## config.mk

```make
export PLATFORM = sky130hd
export DESIGN_NAME = alu_control_pipe
export DESIGN_NICKNAME = d
export VERILOG_FILES = /design/src/rtl/alu_control_pipe.sv
export SDC_FILE = /design/constraint.sdc
export NUM_CORES = 1
export LEC_CHECK = 0
export BUFFER_PORTS_ARGS = -buffer_cell sky130_fd_sc_hd__buf_4
export CAP_MARGIN = 30
export CORE_MARGIN = 1.5
export CORE_UTILIZATION = 49
export CTS_CLUSTER_DIAMETER = 30
export DETAILED_ROUTE_END_ITERATION = 7
export PLACE_DENSITY = 0.71
export SETUP_SLACK_MARGIN = 0.2
export SLEW_MARGIN = 20
export SYNTH_ARGS = -nofsm -noshare
export SYNTH_HDL_FRONTEND = slang
export SYNTH_SLANG_ARGS = --single-unit
```

## constraint.sdc

```tcl
create_clock -name clk -period 2 [get_ports clk]
set_input_delay 0.2 -clock clk [delete_from_list [all_inputs] [get_ports clk]]
set_output_delay 0.2 -clock clk [all_outputs]
set_load 0.02 [all_outputs]
```

## src/rtl/alu_control_pipe.sv

```systemverilog
// Registered ALU control decoder with valid/ready handshake and multi-cycle mult/div sequencing.
// Optional op/illegal statistics counters when ALU_CTRL_STATS_EN is defined.
module alu_control_pipe #(
    parameter int CTRL_W      = 4,
    parameter int MULT_CYCLES = 4,
    parameter int DIV_CYCLES  = 8
) (
    input  logic              clk,
    input  logic              reset,
    input  logic              in_valid,
    output logic              in_ready,
    input  logic [1:0]        alu_op,
    input  logic [5:0]        instruction_5_0,
    output logic              out_valid,
    input  logic              out_ready,
    output logic [CTRL_W-1:0] alu_out,
    output logic              muldiv_busy,
    output logic              illegal_funct
`ifdef ALU_CTRL_STATS_EN
    ,
    output logic [15:0]       op_count,
    output logic [7:0]        illegal_count
`endif
);

    localparam int MAXL  = (MULT_CYCLES > DIV_CYCLES) ? MULT_CYCLES : DIV_CYCLES;
    localparam int CNT_W = (MAXL > 1) ? $clog2(MAXL) : 1;

    typedef enum logic {
        IDLE,
        BUSY
    } state_e;

    state_e            state_q, state_d;
    logic [CNT_W-1:0]  cnt_q, cnt_d;
    logic              out_valid_q, out_valid_d;
    logic [CTRL_W-1:0] alu_out_q, alu_out_d;
    logic              illegal_q, illegal_d;

    logic [3:0]        code;
    logic              ill;
    logic              is_mult;
    logic              is_div;
    logic              is_long;
    logic [CNT_W-1:0]  cnt_load;
    logic              accept;

    always_comb begin
        code    = 4'b0010;
        ill     = 1'b0;
        is_mult = 1'b0;
        is_div  = 1'b0;
        unique case (1'b1)
            (alu_op == 2'b00): code = 4'b0010;
            (alu_op == 2'b01): code = 4'b0110;
            (alu_op == 2'b11): code = 4'b0111;
            (alu_op == 2'b10): begin
                unique case (instruction_5_0)
                    6'b100000: code = 4'b0010;
                    6'b100010: code = 4'b0110;
                    6'b100100: code = 4'b0000;
                    6'b100101: code = 4'b0001;
                    6'b100110: code = 4'b0011;
                    6'b100111: code = 4'b1100;
                    6'b101010: code = 4'b0111;
                    6'b101111: code = 4'b1101;
                    6'b000000: code = 4'b1000;
                    6'b000010: code = 4'b1001;
                    6'b011000: begin
                        code    = 4'b1010;
                        is_mult = 1'b1;
                    end
                    6'b011010: begin
                        code   = 4'b1011;
                        is_div = 1'b1;
                    end
                    default: begin
                        code = 4'b0010;
                        ill  = 1'b1;
                    end
                endcase
            end
        endcase
    end

    // A latency of 1 is indistinguishable from a single-cycle op, so it never enters BUSY.
    assign is_long  = (is_mult && (MULT_CYCLES > 1)) || (is_div && (DIV_CYCLES > 1));
    assign cnt_load = is_mult ? CNT_W'(MULT_CYCLES - 1) : CNT_W'(DIV_CYCLES - 1);

    assign in_ready    = (state_q == IDLE) && (!out_valid_q || out_ready);
    assign accept      = in_valid && in_ready;
    assign out_valid   = out_valid_q;
    assign alu_out     = alu_out_q;
    assign illegal_funct = illegal_q;
    assign muldiv_busy = (state_q == BUSY);

    always_comb begin
        state_d     = state_q;
        cnt_d       = cnt_q;
        out_valid_d = out_valid_q && !out_ready;
        alu_out_d   = alu_out_q;
        illegal_d   = illegal_q;
        unique case (state_q)
            IDLE: begin
                if (accept) begin
                    alu_out_d = CTRL_W'(code);
                    illegal_d = ill;
                    if (is_long) begin
                        state_d     = BUSY;
                        cnt_d       = cnt_load;
                        out_valid_d = 1'b0;
                    end else begin
                        out_valid_d = 1'b1;
                    end
                end
            end
            BUSY: begin
                cnt_d = cnt_q - 1'b1;
                if (cnt_q <= CNT_W'(1)) begin
                    cnt_d       = '0;
                    out_valid_d = 1'b1;
                    state_d     = IDLE;
                end
            end
        endcase
    end

    always_ff @(posedge clk or negedge reset) begin
        if (!reset) begin
            state_q     <= IDLE;
            cnt_q       <= '0;
            out_valid_q <= 1'b0;
            alu_out_q   <= '0;
            illegal_q   <= 1'b0;
        end else begin
            state_q     <= state_d;
            cnt_q       <= cnt_d;
            out_valid_q <= out_valid_d;
            alu_out_q   <= alu_out_d;
            illegal_q   <= illegal_d;
        end
    end

`ifdef ALU_CTRL_STATS_EN
    logic [15:0] op_cnt_q;
    logic [7:0]  ill_cnt_q;

    always_ff @(posedge clk or negedge reset) begin
        if (!reset) begin
            op_cnt_q  <= '0;
            ill_cnt_q <= '0;
        end else if (accept) begin
            if (op_cnt_q != 16'hFFFF) op_cnt_q <= op_cnt_q + 16'd1;
            if (ill && ill_cnt_q != 8'hFF) ill_cnt_q <= ill_cnt_q + 8'd1;
        end
    end

    assign op_count      = op_cnt_q;
    assign illegal_count = ill_cnt_q;
`endif

endmodule

```

# After elaboration in Yosys (flattened, before gate mapping)
# Index checks and enable logic that the tools add are counted.
# totals
ff_bits	10
output_inout_bits	8
word_cells	57
# op_classes
addsub	1
n_lt_le_gt_ge	1
n_eq_ne	16
n_mux	21
bitwise_logic	1
reduce_logical	12
# op_table
operator	n
$eq 6x6->1 const B	8
$pmux 4 s11	1
$pmux 4 s4	1
$eq 6x5->1 const B	2
$mux 1	12
$mux 3	4
$reduce_or 12->1	1
$eq 6x2->1 const B	1
$logic_not 6->1	1
$pmux 3 s2	1
$eq 2x2->1 const B	2
$ne 2x2->1 const B	2
$pmux 1 s2	2
$reduce_and 2->1	2
$le 3x1->1 const B	1
$logic_and 1x1->1	3
$sub 3x1->3 const B	1
$eq 2x1->1 const B	1
$logic_not 1->1	2
$logic_not 2->1	1
$logic_or 1x1->1	2
$not 1->1	1

# Longest topological paths before layout
# Gate-level depths: netlist of run 1.
# logic_depth
depth_word	7
ltp_mapped	6
mapped_depth_nobuf	6

# Least setup slack after synthesis of run 1
# OpenSTA, ideal clock, no wires.
# synth_path
path_type	register -> register
start	register state_q (netlist: muldiv_busy)
end	register cnt_q[2]
setup_ns	0.094
arrival_time_ns	1.341
slack_ns	0.565
path_stages_with_launch	7
path_buffers	2
synth_period_minus_slack_ns	1.435
path_cell_list	dfrtp_1 -> buf_2 -> nor2b_1 -> and3_1 -> buf_2 -> and4_1 -> a221oi_2
# synth_via
elab_chain_len	5
elab_cells_between_ends	7
classes_between	eq/ne: 2; mux: 1; bitwise: 1; reduce/logical: 3
# synth_lines
item	line	source
start: declaration	34	state_e state_q, state_d;
start signal: assignment	136	state_q <= state_d;
$not 1->1 (no source line)	--	
$logic_and 1x1->1	90	assign in_ready = (state_q == IDLE) && (!out_valid_q || out_ready);
$logic_and 1x1->1	91	assign accept = in_valid && in_ready;
$ne 2x2->1 (no source line)	--	
$reduce_and 2->1 (no source line)	--	
end signal: assignment	137	cnt_q <= cnt_d;
end: declaration	35	logic [CNT_W-1:0] cnt_q, cnt_d;
# Several ways; a longest one is shown, not always the timed one.
# A chain may end at the register's enable or synchronous reset.

# Final worst setup path of run 1
# Same ends and word-level chain as after synthesis.

==> results of run 1 <==
[worst max-delay path: stages, from the launching register on]
cell and delay (ns):
dfrtp_1 0.49, nor2b_1 0.18, and3_1 0.30, nand2_1 0.12
a221oi_2 0.23
[path summary, 6_finish.rpt]
kind	from	end	cells after the start
setup / recovery	muldiv_busy	cnt_q[2]	4
hold / removal	alu_op[0]	alu_out[2]	3
setup reg to reg	muldiv_busy	cnt_q[2]	4
hold reg to reg	illegal_funct	illegal_funct	1
max in group asynchronous	reset	illegal_funct	2
min in group asynchronous	reset	cnt_q[1]	2
[per-layer routing]
metal | up-vias | global-route usage | wire, um
met2 | 30 | 0.2769 | 720
met1 | 309 | 0.2359 | 719
met5 | - | 0 | 0
met4 | 0 | 0.05625 | 0
li1 | 341 | - | -
met3 | 0 | 0.01724 | 75
[cells by family after synthesis]
logic type                 synth area share
DFF                                  0.3289
and+or+nand+nor                      0.2730
xor gates and xnor gates            0.02303
muxes                               0.01316
AOI/OAI and AO/OA                    0.2451
buffers and inverters               0.08388
adders and majority gates           0.03289
[registers in the layout, indices dropped and copies added, names as in the netlist]
name,flops
alu_out,4
cnt_q,3
illegal_funct,1
muldiv_busy,1
out_valid,1
[through the flow]
step / total power (uW) / setup WS, ns
after floorplan: 360.7 / 0.5649
after global placement: 414.4 / 0.6344
after detailed placement: 417.8 / 0.6093
after CTS: 550.4 / 0.5931
after global routing: 576.8 / 0.4680
final: 545.9 / 0.5910
[power by group through the flow]
| stage | clock network, uW | logic, uW | registers (uW) |
|---|---|---|---|
| final | 130 | 174 | 242 |
| after global routing | 142 | 189 | 246 |
| after CTS | 134 | 174 | 242 |
| after detailed placement | 0 | 172 | 245 |
| after global placement | 0 | 169 | 245 |
| after floorplan | 0 | 105 | 256 |
[repair_timing]
item	in CTS	in global routing
endpoints found under the hold margin	10	0
endpoints found under the setup margin	0	0
hold buffers	1	0
[cells in the final DEF (no fill, tap or decap), drive strengths merged, types with 2 or more instances in the layout]
cell type,Yosys,layout
nor2,6,6
dfrtp,10,10
nand2,10,10
o21ai,4,4
a21oi,4,4
xor2,2,2
nand3,3,3
a31oi,2,2
ha,2,2
o22ai,2,2
buf,5,19
and3,2,2
nor3,2,2
inv,5,5
clkbuf,1,3
nor2b,7,7
[final cells by class]
class	count	area [um^2]
fillers	130	560.5
well taps	16	20.02
flip-flops and latches	10	250.2
multi-input cells	64	446.7
clock buffers	3	22.52
inverters	5	18.77
repair buffers	20	152.6
==> summary.txt, run 1 <==
Status: complete, no violations
H-tree Lvls: 1
Asr flop ratio synth: 1.000
Reg2Reg Setup Slack: 0.59 ns
Initial antenna violation count: 0
Initial DRC count: 19
Worst vdd ir: 0.0002387 V
Via count: 680
Synth cell count leaders: 10 x dfrtp_1, 10 x nand2_1, 6 x nor2_1, 6 x nor2b_1, 5 x inv_1
Worst-Margin Slew: 0.3274 ns
Pleak: 0.0004215 uW
Starting Density: 0.5170
Final count of hold timing violations: 0
Fin Hold WS: 0.2192 ns
Post-DR vias/cell: 5.763
Grt ovf: 0
CP Data Required Time: 2.17 ns
Crit path capture type: flip-flop
CTS Buf Count: 3
Clock Power Share: 0.239
Post-synth EDFFs: 0
TNS Setup: 0 ns
GRT Overall Usage: 0.1705
CP max FO: 10
Internal Power: 375.9 uW
Seq pwr share: 0.443
ANT cells: 0
DR pass1 iterations: 4
Site Rows: 14
Final period util: 0.7045
Post-DP HPWL: 1.197 mm
Most used DFF post-synth: dfrtp_1
Design Area, Final: 910.9 um^2
Setup Viol. Count Final: 0
Global-route wire length before repair: 2.421 mm
Total core area: 1471 um^2
Post-Syn Instances: 85
Max_cap viols: 0
Final nets: 118
Yosys reg bits: 10
Placed cells: 114
Syn Area/Cell: 8.950 um^2
Sw Ratio: 0.3113
Hold/Removal Path Class: in -> reg
Wire per inst: 12.84 um
Leading area contributor after synthesis: dfrtp_1
Die area: 1798 um^2
Postcts setup bufs: 0
GPL Wtd Cong: 0.7869
Setup CP Type: reg -> reg
Logic pwr share: 0.318
Clock-pin slew on the worst setup and hold paths: 0.06 ns
Final Instance Count excl. Fillers: 118
Power Density: 599.3 nW/um^2
Placed cell area: 878.3 um^2
FMAX: 709.7 MHz
DRC: 0
Rel. slew slack: 0.7809
Root Driver: clkbuf_4
Synth cell types: 40
Vias in the first global route: 575
I/O pins: 20
Post-layout util: 0.6190
Synth top area share: 0.3289
Clock Tree Buf Depth: 2
CP startpoint kind: flip-flop
Synthesis Warnings: 0
Largest net degree at the start of global routing: 11
Sw power: 169.9 uW
Cell area after synthesis: 760.7 um^2
Die height: 42.40 um
Worst skew pair latency: 0.25 ns
Synth top area cells: dfrtp_1 33%, nand2_1 4.9%, nor2b_1 4.9%
Crit path time final: 1.409 ns
Ratio of cells with drive above 1 in the final layout: 0.2745
P&R area growth vs syn: 19.74%
Worst path arrival time: 1.58 ns
RSZ-0062 raised after global routing: no
Max-slew violations: 0
Die Span X: 42.40 um
Post-Syn Nets: 99
Max Clock Skew: 0.005218 ns
Routed WL: 1.515 mm
Post-CTS sizing: 0
I/O Buffers: 19
Final ANT Viol Nets: 0
TritonCTS Sinks: 10
Seq/Total Area, Yosys: 0.3289
CTS tree: done
Note: power is estimated with default switching activity, not from simulation.
==> run 2, diff against run 1 <==
ABC_AREA = 1   (was default)
CORE_UTILIZATION = 45   (was 49)
PLACE_DENSITY = 0.69   (was 0.71)
clock period = 1.1 ns   (was 2 ns; I/O delays follow)
==> run 2 against run 1 <==
- the flow now finishes with violations (negative setup slack)
- die area increased by 4.8%
- sequential cell count is the same
- clock-buffer cell count rose by 1
- synthesized cell count increased by 25%
- clock power up 150%
- critical path type is now reg -> out
- via count rose by 19%
- critical endpoint is now in_ready
- area after synthesis decreased by 3.5%
==> summary.txt, run 2 <==
Final worst slack: -0.1348 ns (-0.7259 ns)
CTS Buf Count: 3 (unchanged)
Clock-pin slew on the worst setup and hold paths: 0.06 ns (about the same)
RSZ-0062 raised after global routing: yes
Rel. slew slack: 0.8686 (+0.08764)
DR pass1 iterations: 4 (unchanged)
Final nets: 161 (+36%)
Setup CP Type: reg -> out
Total core area: 1524 um^2 (+3.6%)
Die area: 1884 um^2 (+4.8%)
Synthesis Warnings: 0 (unchanged)
Logic pwr share: 0.418 (+0.100)
Global-route wire length before repair: 2.925 mm (+21%)
Number of flip-flops in the largest register: 4 (unchanged)
Worst-Margin Slew: 0.1951 ns (-0.1323 ns)
GPL Wtd Cong: 0.8929 (+13%)
P&R area growth vs syn: 57.24%
Vias in the first global route: 733 (+27%)
Worst path arrival time: 1.12 ns (-0.46 ns)
ANT cells: 0 (unchanged)
Max Clock Skew: 0.0004027 ns (-0.004815 ns)
Post-layout util: 0.7578 (+0.1388)
Post-Syn Nets: 120 (+21%)
CP Data Required Time: 0.99 ns (-1.18 ns)
Routed WL: 1.725 mm (+14%)
Post-DP HPWL: 1.325 mm (+11%)
TritonCTS Sinks: 10 (unchanged)
Hold/Removal Path Class: in -> reg
Setup Viol. Count Final: 9 (+9)
I/O Buffers: 19 (unchanged)
Grt ovf: 0 (unchanged)
Post-DR vias/cell: 4.981 (-14%)
Area taken by multi-input logic gates: 466.7 um^2 (+4.5%)
Pleak: 0.0006233 uW (+48%)
H-tree Lvls: 1 (unchanged)
I/O pins: 20 (unchanged)
Final Instance Count excl. Fillers: 162 (+37%)
GRT Overall Usage: 0.2070 (+0.03642)
Internal Power: 902.7 uW (+140%)
Top-count cell post-synth: nand2_1
FMAX: 809.8 MHz
Post-Syn Instances: 106 (+25%)
Crit path capture type: output port
Reg2Reg Setup Slack: -0.11 ns (-0.70 ns)
Sw power: 442.0 uW (+160%)
Synth top area share: 0.3407 (+0.01177)
Syn Area/Cell: 6.929 um^2 (-23%)
Post-synth EDFFs: 0 (unchanged)
Final count of hold timing violations: 0 (unchanged)
Clock Tree Buf Depth: 2 (unchanged)
Max-slew violations: 0 (unchanged)
Initial DRC count: 24 (+5)
Initial antenna violation count: 0 (unchanged)
Root Driver: clkbuf_4
CP startpoint kind: flip-flop
Leading area contributor after synthesis: dfrtp_1
Commonest cells after routing, fill and taps aside: 25 x buf_4, 21 x nand2_1, 14 x inv_1
Die Span X: 43.40 um (+2.4%)
Worst skew pair latency: 0.26 ns (about the same)
CP max FO: 2 (-8)
Clock Power Share: 0.241 (+0.002)
Commonest non-fill, non-tap cell in the layout: buf_4
Final ANT Viol Nets: 0 (unchanged)
Crit path time final: 1.235 ns
Die height: 43.40 um (+2.4%)
Site Rows: 14 (unchanged)
Synth top area cells: dfrtp_1 34%, nand2_1 12%, inv_1 8.2%
DRC: 0 (unchanged)
Synth cell count leaders: 23 x nand2_1, 16 x inv_1, 14 x nor2_1
Register Area: 251.5 um^2 (+0.50%)
Worst vdd ir: 0.0008625 V (+260%)
Via count: 807 (+19%)
Starting Density: 0.4819 (-0.03507)
Placed cells: 150 (+32%)
Most used DFF post-synth: dfrtp_1
Failing checks: negative setup slack
Ratio of cells with drive above 1 in the final layout: 0.4521 (+0.1775)
Largest net degree at the start of global routing: 11 (unchanged)
Seq pwr share: 0.341 (-0.102)
Filler Cell Count: 121 (-6.9%)
Final period util: 1.123
Status: finished with violations
Wire per inst: 10.65 um (-17%)
Cell area after synthesis: 734.5 um^2 (-3.5%)
Yosys reg bits: 10 (unchanged)
Sw Ratio: 0.3287 (+0.01740)
Max_cap viols: 0 (unchanged)
Seq/Total Area, Yosys: 0.3407 (+0.01177)
Power Density: 1164 nW/um^2 (+94%)
Synth cell types: 23 (-43%)
Asr flop ratio synth: 1.000 (unchanged)
CTS tree: done
==> run 2: area by class of cell <==
class	count	area share
multi-input cells	78	0.4041
repair buffers	36	0.2687
flip-flops and latches	10	0.2178
inverters	18	0.06067
clock buffers	4	0.03142
well taps	16	0.01733
==> run 2: worst paths after layout <==
kind,startpoint,endpoint,cells past startpoint
min reg2reg,alu_out[3],alu_out[3],2
max,out_valid,in_ready,5
max reg2reg,cnt_q[0],cnt_q[2],7
max in group asynchronous,reset,out_valid,2
min in group asynchronous,reset,muldiv_busy,2
min,alu_op[0],alu_out[2],3
==> run 2: kinds of logic (layout without fill, tap and decap cells) <==
group | after synthesis | in the layout | share of synthesized area
compound gates | 14 | 14 | 0.1159
flops | 10 | 10 | 0.3407
buf+inv | 18 | 58 | 0.09200
simple gates | 61 | 61 | 0.4055
xor+xnor | 1 | 1 | 0.01193
fa+ha+maj | 2 | 2 | 0.03407
==> run 2: what timing repair did <==
item	4_1_cts	5_1_grt
hold buffers	1	0
resized for setup	17	8
setup endpoints to repair	18	18
pin swaps	11	8
endpoints found under the hold margin	10	0
setup buffers	4	3
==> run 2: worst max-delay path, cell delays in order (launching register included) <==
cell     delay (ns)
dfrtp_2        0.41
inv_2          0.07
nor2_4         0.04
nor2_4         0.12
buf_6          0.12
buf_6          0.11
==> run 2: metrics by stage <==
| step | instance area [um^2] | TNS [ns] | power, uW | setup WS [ns] | hold slack, ns |
|---|---|---|---|---|---|
| floorplan | 754.5 | -1.067 | 720.3 | -0.1900 | -0.1856 |
| global placement | 984.7 | -0.2508 | 918.2 | -0.09943 | -0.05579 |
| detailed placement | 984.7 | -0.5210 | 934.7 | -0.1663 | -0.05648 |
| CTS | 1104 | -0.7056 | 1316 | -0.1288 | 0.1340 |
| global route | 1155 | -1.294 | 1440 | -0.1804 | 0.1333 |
| finish | 1155 | -0.5781 | 1345 | -0.1348 | 0.1259 |
==> run 2: routing by layer <==
layer,GRT usage,wire length (um)
met1,0.2480,774
met2,0.3522,847
met3,0.05000,81
met4,0.09091,22
met5,0,0
==> run 2: power by group through the flow <==
stage / combinational, uW / sequential (uW) / clock [uW]
2_1_floorplan: 232 / 488 / 0
3_3_place_gp: 464 / 454 / 0
3_5_place_dp: 475 / 459 / 0
4_1_cts: 526 / 458 / 332
5_1_grt: 619 / 465 / 357
6_report: 562 / 458 / 324
==> run 3, diff against run 2 <==
ABC_AREA = default   (was 1)
==> run 3 against run 2 <==
- the flow still finishes with violations (negative setup slack)
- sequential share of layout area decreased by 1.4 points
- utilization increased by 4.5 points
- sequential cell count unchanged
- final area increased by 7.2%
- setup slack improved by 0.0054 ns
- cell count decreased by 10%
- global-route usage increased by 1.4 points
- clock skew about the same
- critical path depth unchanged
- maximum frequency increased by 0.44%
- largest cell class unchanged
==> summary.txt, run 3 (synthesized netlist as in run 1, its figures left out) <==
Initial DRC count: 13 (-46%)
R2r endpoint: cnt_q[2]
Vias in the first global route: 731 (-0.27%)
Final ANT Viol Nets: 0 (unchanged)
DR pass1 iterations: 4 (unchanged)
CP startpoint kind: flip-flop
Die height: 44.12 um (+1.6%)
I/O pins: 20 (unchanged)
Placed cells: 128 (-15%)
RSZ-0062 raised after global routing: yes
Hold Crit Endpoint: alu_out[2]
CTS tree: done
Worst vdd ir: 0.0005646 V (-35%)
Failing checks: negative setup slack
Routed WL: 1.901 mm (+10%)
GPL Wtd Cong: 0.7937 (-11%)
Filler Cell Count: 108 (-11%)
Largest net degree at the start of global routing: 11 (unchanged)
Total power: 1242 uW (-7.7%)
Pleak: 0.0006023 uW (-3.4%)
Max_cap viols: 0 (unchanged)
Global-route wire length before repair: 3.146 mm (+7.6%)
Final nets: 144 (-11%)
Final count of hold timing violations: 0 (unchanged)
FMAX: 813.4 MHz (+0.44%)
Critical R2R Launch: out_valid
H-tree Lvls: 1 (unchanged)
CP max FO: 7 (+5)
Worst Hold Path Cells: 3 (unchanged)
Setup Viol. Count Final: 10 (+1)
Commonest cells after routing, fill and taps aside: 34 x buf_4, 11 x buf_6, 8 x dfrtp_1
Commonest non-fill, non-tap cell in the layout: buf_4
P&R area growth vs syn: 62.66%
Clock-pin slew on the worst setup and hold paths: 0.06 ns (about the same)
Final period util: 1.118 (-0.004948)
Register Area: 252.7 um^2 (+0.50%)
Status: finished with violations
CP Data Required Time: 1.27 ns (+0.28 ns)
Crit path time final: 1.229 ns (-0.005443 ns)
Final Instance Count excl. Fillers: 145 (-10%)
R2R cell count: 5 (-2)
Hold/Removal Path Class: in -> reg
CTS Buf Count: 3 (unchanged)
Site Rows: 14 (unchanged)
Setup CP Type: reg -> reg
Worst path arrival time: 1.40 ns (+0.28 ns)
Ratio of cells with drive above 1 in the final layout: 0.5426 (+0.09058)
Post-DP HPWL: 1.347 mm (+1.7%)
Reg2Reg Setup Slack: -0.13 ns (-0.02 ns)
Max-slew violations: 0 (unchanged)
Post-DR vias/cell: 5.531 (+11%)
Wire per inst: 13.11 um (+23%)
Crit path capture type: flip-flop
Die Span X: 44.12 um (+1.6%)
Hold Startpoint: alu_op[0]
Area taken by multi-input logic gates: 520.5 um^2 (+12%)
Total core area: 1541 um^2 (+1.1%)
TritonCTS Sinks: 10 (unchanged)
Final worst slack: -0.1294 ns (+0.005443 ns)
ANT cells: 0 (unchanged)
Die area: 1946 um^2 (+3.3%)
Root Driver: clkbuf_4
Clock Tree Buf Depth: 2 (unchanged)
Initial antenna violation count: 0 (unchanged)
Starting Density: 0.4935 (+0.01157)
Grt ovf: 0 (unchanged)
DRC: 0 (unchanged)
Worst-Margin Slew: 0.2569 ns (+0.06181 ns)
Via count: 802 (-0.62%)
GRT Overall Usage: 0.2213 (+0.01432)
I/O Buffers: 19 (unchanged)
Max Clock Skew: 0.0004259 ns (+0.00002318 ns)
Power Density: 1004 nW/um^2 (-14%)
Post-place setup slack: -0.1994 ns (-0.03313 ns)
Rel. slew slack: 0.8287 (-0.03983)
Number of flip-flops in the largest register: 4 (unchanged)
Worst skew pair latency: 0.26 ns (about the same)
[run 3: cell count changes in the layout (fill, tap and decap cells not counted), sizes merged, moves of 7 or more]
cell / previous run / this run
nand2: 26 / 10
nor2: 21 / 6
nand3: 12 / 3
buf: 35 / 45
inv: 18 / 5
nor2b: 0 / 7
[run 3: worst max-delay path, stage by stage, from the launching register on]
cell	delay, ns
dfrtp_2	0.43
nand2b_4	0.09
buf_6	0.11
and3_4	0.24
nand2_4	0.06
a221oi_2	0.22
[run 3: timing repair]
action                                  in CTS  in global routing
hold buffers                                 1                  0
setup buffers                               10                  2
pin swaps                                    3                  6
endpoints found under the setup margin      18                 18
resized for setup                           15                  9
endpoints found under the hold margin       10                  0
[run 3: layout make-up]
type	instances	area share
flip-flops and latches	10	0.2042
well taps	16	0.01618
clock buffers	4	0.02932
inverters	5	0.01517
repair buffers	46	0.3145
multi-input cells	64	0.4206
[run 3: stage by stage]
stage,TNS (ns),cell area [um^2],util,hold slack (ns)
6_report,-0.8359,1237,0.8028,0.1624
5_1_grt,-1.192,1237,0.8028,0.1687
4_1_cts,-0.7748,1189,0.7711,0.1622
3_5_place_dp,-0.9941,1003,0.6510,-0.05585
3_3_place_gp,-0.5069,1003,0.6510,-0.05860
2_1_floorplan,-0.9338,793.3,-,-0.1856
[run 3: metal layers]
metal / global-route usage / up-vias / share of wire
met1: 0.2718 / 379 / 0.42
met5: 0 / - / 0
met4: 0.09091 / 0 / 0.023
li1: - / 397 / -
met3: 0.02449 / 6 / 0.027
met2: 0.3912 / 20 / 0.53
[run 3: where the power goes]
group	switching, uW	leakage (uW)	internal, uW
registers	36.3	0.000123	409
clock network	119	0.0000210	201
logic	213	0.000458	264
total	368	0.000602	874
[run 3: how the worst max path moves through the flow]
stage / from / to / slack (ns)
final: out_valid / cnt_q[2] / -0.13
after global routing: out_valid / cnt_q[2] / -0.18
after CTS: out_valid / in_ready / -0.11
after detailed placement: cnt_q[0] / cnt_q[2] / -0.20
after global placement: cnt_q[0] / cnt_q[2] / -0.14
after floorplan: muldiv_busy / cnt_q[2] / -0.20
